**src/rtl/control_unit.sv**
```systemverilog
// Multi-cycle fetch/execute controller for a LEGv8 subset feeding datapath1.
// Outputs are combinational from state and IR; FlagReg latches ALU status on ADDS/SUBS.
module control_unit #(
  parameter logic [4:0] FS_AND   = 5'b00000,
  parameter logic [4:0] FS_OR    = 5'b00100,
  parameter logic [4:0] FS_ADD   = 5'b01000,
  parameter logic [4:0] FS_SUB   = 5'b01001,
  parameter logic [4:0] FS_PASSA = 5'b10000
) (
  input  logic        clock,
  input  logic        reset,
  input  logic [31:0] IR,
  input  logic [3:0]  status,
  output logic        IL,
  output logic [4:0]  SA,
  output logic [4:0]  SB,
  output logic [4:0]  DA,
  output logic        W,
  output logic [4:0]  FS,
  output logic        C0,
  output logic [63:0] K,
  output logic        B_sel,
  output logic        EN_ALU,
  output logic        EN_B,
  output logic        OUT_EN,
  output logic        WR_EN,
  output logic        EN_ADDR,
  output logic [2:0]  PS,
  output logic [3:0]  FlagReg,
  output logic        halted
);

  typedef enum logic [1:0] {FETCH, EXEC, MEM, HALT} state_t;

  localparam logic [2:0]  PC_HOLD = 3'b000;
  localparam logic [2:0]  PC_INC  = 3'b001;
  localparam logic [2:0]  PC_BR   = 3'b010;

  localparam logic [10:0] OP_ADDS = 11'b10101011000;
  localparam logic [10:0] OP_SUBS = 11'b11101011000;

  state_t      state, state_next;
  logic [10:0] opcode;
  logic [4:0]  rd, rn, rm;
  logic [63:0] imm12_z, doff_s, imm19_s, imm26_s;
  logic        cond_taken;
  logic        flag_load;

  assign opcode  = IR[31:21];
  assign rd      = IR[4:0];
  assign rn      = IR[9:5];
  assign rm      = IR[20:16];
  assign imm12_z = {52'b0, IR[21:10]};
  assign doff_s  = {{55{IR[20]}}, IR[20:12]};
  assign imm19_s = {{45{IR[23]}}, IR[23:5]};
  assign imm26_s = {{38{IR[25]}}, IR[25:0]};

  // B.cond is evaluated on the latched flags {V,C,N,Z}, not the live ALU status.
  always_comb begin
    cond_taken = 1'b0;
    case (IR[3:0])
      4'b0000: cond_taken = FlagReg[0];
      4'b0001: cond_taken = ~FlagReg[0];
      4'b1010: cond_taken = (FlagReg[1] == FlagReg[3]);
      4'b1011: cond_taken = (FlagReg[1] != FlagReg[3]);
      default: cond_taken = 1'b0;
    endcase
  end

  assign flag_load = (state == EXEC) && ((opcode == OP_ADDS) || (opcode == OP_SUBS));

  always_ff @(posedge clock) begin
    if (reset) begin
      state   <= FETCH;
      FlagReg <= '0;
    end else begin
      state <= state_next;
      if (flag_load) FlagReg <= status;
    end
  end

  always_comb begin
    state_next = state;
    IL      = 1'b0;
    SA      = '0;
    SB      = '0;
    DA      = '0;
    W       = 1'b0;
    FS      = '0;
    C0      = 1'b0;
    K       = '0;
    B_sel   = 1'b0;
    EN_ALU  = 1'b0;
    EN_B    = 1'b0;
    OUT_EN  = 1'b0;
    WR_EN   = 1'b0;
    EN_ADDR = 1'b0;
    PS      = PC_HOLD;
    halted  = 1'b0;

    unique case (state)
      FETCH: begin
        IL         = 1'b1;
        OUT_EN     = 1'b1;
        state_next = EXEC;
      end
      EXEC: begin
        if (IR == 32'h0) begin
          state_next = HALT;
        end else begin
          state_next = FETCH;
          casez (opcode)
            11'b10001011000, 11'b10101011000: begin
              SA = rn; SB = rm; DA = rd; W = 1'b1; EN_ALU = 1'b1;
              FS = FS_ADD; PS = PC_INC;
            end
            11'b11001011000, 11'b11101011000: begin
              SA = rn; SB = rm; DA = rd; W = 1'b1; EN_ALU = 1'b1;
              FS = FS_SUB; C0 = 1'b1; PS = PC_INC;
            end
            11'b10001010000: begin
              SA = rn; SB = rm; DA = rd; W = 1'b1; EN_ALU = 1'b1;
              FS = FS_AND; PS = PC_INC;
            end
            11'b10101010000: begin
              SA = rn; SB = rm; DA = rd; W = 1'b1; EN_ALU = 1'b1;
              FS = FS_OR; PS = PC_INC;
            end
            11'b1001000100?: begin
              SA = rn; SB = rm; DA = rd; W = 1'b1; EN_ALU = 1'b1;
              FS = FS_ADD; B_sel = 1'b1; K = imm12_z; PS = PC_INC;
            end
            11'b1101000100?: begin
              SA = rn; SB = rm; DA = rd; W = 1'b1; EN_ALU = 1'b1;
              FS = FS_SUB; C0 = 1'b1; B_sel = 1'b1; K = imm12_z; PS = PC_INC;
            end
            11'b11111000010: begin
              SA = rn; B_sel = 1'b1; K = doff_s; FS = FS_ADD;
              EN_ADDR = 1'b1; OUT_EN = 1'b1;
              state_next = MEM;
            end
            11'b11111000000: begin
              SA = rn; SB = rd; B_sel = 1'b1; K = doff_s; FS = FS_ADD;
              EN_ADDR = 1'b1; EN_B = 1'b1; WR_EN = 1'b1; PS = PC_INC;
            end
            11'b1011010????: begin
              // IR[24] is 0 for CBZ (branch on Z=1) and 1 for CBNZ (branch on Z=0).
              SA = rd; FS = FS_PASSA; K = imm19_s;
              PS = (status[0] != IR[24]) ? PC_BR : PC_INC;
            end
            11'b000101?????: begin
              K = imm26_s; PS = PC_BR;
            end
            11'b01010100???: begin
              K = imm19_s; PS = cond_taken ? PC_BR : PC_INC;
            end
            default: PS = PC_INC;
          endcase
        end
      end
      MEM: begin
        // Address operands are held so the ALU keeps presenting the load address.
        SA = rn; B_sel = 1'b1; K = doff_s; FS = FS_ADD;
        EN_ADDR = 1'b1; OUT_EN = 1'b1; W = 1'b1; DA = rd; PS = PC_INC;
        state_next = FETCH;
      end
      HALT: begin
        halted = 1'b1;
      end
    endcase

    if (reset) begin
      W     = 1'b0;
      WR_EN = 1'b0;
      IL    = 1'b0;
      PS    = PC_HOLD;
    end
  end

endmodule
```
**config.mk**
```make
export PLATFORM = sky130hd
export DESIGN_NAME = control_unit
export DESIGN_NICKNAME = d
export VERILOG_FILES = /design/src/rtl/control_unit.sv
export SDC_FILE = /design/constraint.sdc
export NUM_CORES = 1
export LEC_CHECK = 0
export BUFFER_PORTS_ARGS = -buffer_cell sky130_fd_sc_hd__buf_2
export CAP_MARGIN = 20
export CORE_MARGIN = 2
export CORE_UTILIZATION = 37
export CTS_CLUSTER_DIAMETER = 200
export DETAILED_ROUTE_END_ITERATION = 6
export PLACE_DENSITY = 0.78
export SLEW_MARGIN = 15
export SYNTH_ARGS = -nofsm -noshare
export SYNTH_HDL_FRONTEND = slang
export SYNTH_SLANG_ARGS = --single-unit
```
**constraint.sdc**
```tcl
create_clock -name clock -period 2.75 [get_ports clock]
set_input_delay 0.275 -clock clock [delete_from_list [all_inputs] [get_ports clock]]
set_output_delay 0.275 -clock clock [all_outputs]
set_load 0.02 [all_outputs]
```
* Word level (Yosys, flattened, before mapping)
Index checks and enable logic that the tools add are counted. Widths: inputs -> output; s select.
Storage, ports and cells: bits in registers 6, output and inout bits 101, logic and storage cells 89, input port bits 38
Operators by class: reduce and logical (&&, ||, !) cells 15, bitwise logic cells 1, muxes and demuxes 49, equality and inequality tests 22
Operators by type and width (count):
- $pmux 64 s4 | 1
- $pmux 64 s2 | 1
- $eq 11x11->1 const B | 8
- $mux 64 | 1
- $pmux 5 s2 | 5
- $logic_not 32->1 | 1
- $mux 5 | 6
- $eq 10x10->1 const B | 2
- $mux 1 | 20
- $pmux 5 s4 | 1
- $mux 2 | 5
- $reduce_or 10->1 | 1
- $eq 4x4->1 const B | 2
- $eq 8x7->1 const B | 1
- $pmux 1 s2 | 4
- $pmux 2 s4 | 1
- $reduce_or 2->1 | 4
- $reduce_or 8->1 | 1
- $eq 7x7->1 const B | 1
- $eq 6x3->1 const B | 1
- $pmux 2 s3 | 1
- $reduce_or 5->1 | 1
- $eq 2x2->1 const B | 2
- $eq 4x1->1 const B | 1
- other kinds (14) | 15

* Logic depth before layout (Yosys ltp)
depth after elaboration 7, depth in mapped cells 9, gate-level depth less buffers 6

* Worst setup path after synthesis
No wires, ideal clock.
path kind in2out, start point input port IR[29], end point output port K[26], slack -0.148 ns, stages on the path 8, path buffers 3, data required time 2.475 ns, arrival time 2.623 ns, cell sequence clkbuf_1 or4b_1 a21oi_1 buf_2 a22oi_1 nand2_1 a21o_1 buf_4
Between the ends: longest elaborated chain between the ends 5, elaborated cells between the ends (all ways) 14, classes of those cells eq/ne (7); mux (3); reduce/logical (4)
Ends and longest elaborated chain:
- start: declaration | RTL line 12 | input logic [31:0] IR,
- $eq 11x11->1, or another cell as far along | RTL line 112 | casez (opcode)
- $reduce_or 2->1 (no source line)
- $pmux 64 s4 | RTL line 112
- $mux 64 (*) | RTL line 108 | if (IR == 32'h0) begin
- $pmux 64 s2 (*) | RTL line 101 | unique case (state)
- end: declaration | RTL line 21 | output logic [63:0] K,
Every way passes the cells marked *; elsewhere a longest branch is shown, timed or not.

* Worst setup path after layout
start point input port IR[24], end point output port K[8]
Between the ends: longest elaborated chain between the ends 5, elaborated cells between the ends (all ways) 12, classes of those cells eq/ne (5); mux (3); reduce/logical (4)
Ends and longest elaborated chain (RTL line):
- $eq 11x11->1, or another cell as far along | 112
- $reduce_or 2->1 (no source line)
- $pmux 64 s4 | 112
- $mux 64 (*) | 108
- $pmux 64 s2 (*) | 101
Marks and branches as above.

==> flow_metrics.py <==
metrics = {
    "global_route": {
        "antenna_found_initial": 0,
        "grt_max_degree": 40,
        "grt_overflow": 0,
        "top_usage_layer": "met2",
        "grt_use_met1_pct": 32.1,
        "grt_use_met2_pct": 38.3,
        "track_usage_pct": 23.1,
        "grt_pass1_wl_mm": 10.3,
        "met3_usage_pct": 3.48,
        "grt_pass1_vias": 2113,
    },
    "floorplanning": {
        "fp.coreArea_mm2": 0.00479,
        "die_x_um": 74.8,
        "io_pins": 139,
        "rows": 25,
        "initial_utilization_pct": 38.7,
        "die_area_mm2": 0.00559,
        "die_height_um": 74.8,
    },
    "hold_path": {
        "holdPathStages": 3,
        "min_path_type": "input port to register",
    },
    "sta": {
        "fin_worst_skew_ns": 0.00318,
        "finalCritPeriodShare_pct": 93.4,
        "rsz0062_at_grt": "false",
        "fmax_mhz": 389,
        "layout_min_cycle_time_ns": 2.57,
        "hold_viol": 0,
        "setup_viol": 0,
        "slew_violations": 0,
        "setup_ws_ns": 0.181,
        "setup_tns_ns": 0,
    },
    "yosys": {
        "synth_edf_count": 0,
        "synthArstFlopShare_pct": 0,
        "synth_seq_cells": 6,
        "syn_area_mm2": 0.00185,
        "ys_seq_area_share_pct": 6.48,
        "yosysTopAreaCell": "buf_4",
        "syn_inst": 267,
        "syn_avg_cell_area_um2": 6.94,
        "ys_types": 51,
        "yosysTopAreaCellShare_pct": 16.2,
        "synth_ff_type": "dfxtp_1",
        "ys_top_cells_by_area": "buf_4 16%, a22o_1 6.6%, dfxtp_1 6.5%, nand2_1 5.5%, a21o_1 4.1%",
        "ys_warn_count": 0,
    },
    "placement": {
        "place_ws_ns": 0.217,
        "dpl.hpwl_mm": 5.27,
        "port_buffers": 136,
        "dpl_cell_area_mm2": 0.00233,
        "gp_congestion": 0.908,
    },
    "route": {
        "dr.pass1.iters": 5,
        "num_vias": 2457,
        "route.antenna.remaining_nets": 0,
        "drc": 0,
        "routedWlPerCell_um": 15.8,
        "finalWirelength_mm": 6.75,
        "drtIter0Drc": 218,
        "viasPerCell": 5.75,
    },
    "cells_and_area": {
        "drive_above_1_share_pct": 43.6,
        "layout_commonest_cell": "buf_2",
        "final_area_mm2": 0.00238,
        "post-route-util_pct": 49.8,
        "diodes": 0,
        "final_cell_mix": "136 x buf_2, 27 x nand2_1, 18 x nor2_1",
        "syn2layout_area_growth_pct": 28.5,
        "fill_cells": 498,
        "nets": 405,
    },
    "worst_setup_path": {
        "cp_max_fo": 18,
        "cp-end-kind": "output pin",
        "crit_path_start_kind": "input port",
        "path_class": "input port to output pin",
        "crit_required_ns": 2.48,
        "crit_arrival_ns": 2.29,
        "reg2reg_depth": 5,
    },
    "cts": {
        "cts_tree": "done",
        "path_clk_slew_ns": 0.04,
        "clk_latency_ns": 0.23,
        "clock-root-buffer": "clkbuf_8",
        "cts_buffer_depth": 2,
        "cts.sinks": 6,
        "htreeDepth": 1,
        "cts_made_buffers": 3,
    },
    "status": {
        "outcome": "complete, no violations",
    },
    "power": {
        "peakVddDrop_mv": 0.114,
        "p_leak_nw": 1.45,
        "finalPower_uw": 378,
        "powerDensity_mw_per_mm2": 159,
    },
    "job": {
        "cap_violations": 0,
    },
}
cells in the mapped netlist, drive strengths merged, types with 3 or more instances:
cell type  number
buf            52
or3             3
nor2b           5
a21oi          14
a222oi          3
and3            3
nor3            6
a21o           10
inv             5
a22oi           6
ha              5
a22o           14
mux2i           5
nand3           6
a221oi          8
clkbuf          7
nand2          27
o21ai          13
o211a           5
dfxtp           6
nor2           18
nor4            7
a21boi          3
o2bb2ai         8
repair_timing:
action / in CTS / in global routing
resized for setup: 0 / 2
hold buffers: 0 / 0
setup endpoints to repair: 0 / 41
buffers inserted: 0 / 0
critical path: stages:
cell and delay, ns:
buf_2 0.11, buf_4 0.17, or4b_1 0.50, a21oi_1 0.32, buf_4 0.28, a222oi_1 0.11, a21boi_0 0.14, o21ai_0 0.19
buf_2 0.20
worst paths after layout:
check | start | end | slack [ns]
worst max-delay path | IR[24] | K[8] | 0.18
worst min-delay path | status[3] | FlagReg[3]$_SDFFE_PP0P_ | 0.28
worst max register to register | state[1]$_SDFFE_PP0P_ | FlagReg[2]$_SDFFE_PP0P_ | 1.20
worst min register to register | FlagReg[2]$_SDFFE_PP0P_ | FlagReg[2]$_SDFFE_PP0P_ | 0.49
through the flow:
step	instances	hold slack, ns
6_report	427	0.281
3_3_place_gp	424	0.472
3_5_place_dp	424	0.490
4_1_cts	427	0.283
2_1_floorplan	268	0.419
5_1_grt	427	0.299
flip-flops by register name, summed over array words and instances (netlist names):
signal	cells
state	2
FlagReg	4
metal layers:
metal | wire length (um) | vias to the layer above
met3 | 708 | 7
met4 | 51 | 0
met2 | 3240 | 157
li1 | - | 1150
met1 | 2760 | 1143
met5 | 0 | -
cells by family (layout without fill, tap and decap cells):
kind of cell / Yosys count / in the layout / synth area share [%]
AOI/OAI and AO/OA: 92 / 92 / 38.0
and+or+nand+nor: 91 / 91 / 25.3
buffers and inverters: 64 / 156 / 21.7
DFF: 6 / 6 / 6.48
adders and majority gates: 5 / 5 / 3.38
muxes: 5 / 5 / 2.70
xor gates and xnor gates: 3 / 3 / 2.16
other: 1 / 2 / 0.202
cell type report:
type | instances | area, um2 | area share, %
repair buffers | 148 | 771 | 32.4
multi-input cells | 198 | 1350 | 56.5
well taps | 67 | 83.8 | 3.52
inverters | 5 | 18.8 | 0.788
clock buffers | 3 | 41.3 | 1.73
flip-flops and latches | 6 | 120 | 5.04
power by group:
group / leakage, nW / total [mW] / internal, mW / switching, mW
Clock: 0.0216 / 0.144 / 0.0950 / 0.0487
Sequential: 0.0486 / 0.0898 / 0.0885 / 0.00126
Combinational: 1.38 / 0.145 / 0.0505 / 0.0942
(Power assumes the default switching activity.)
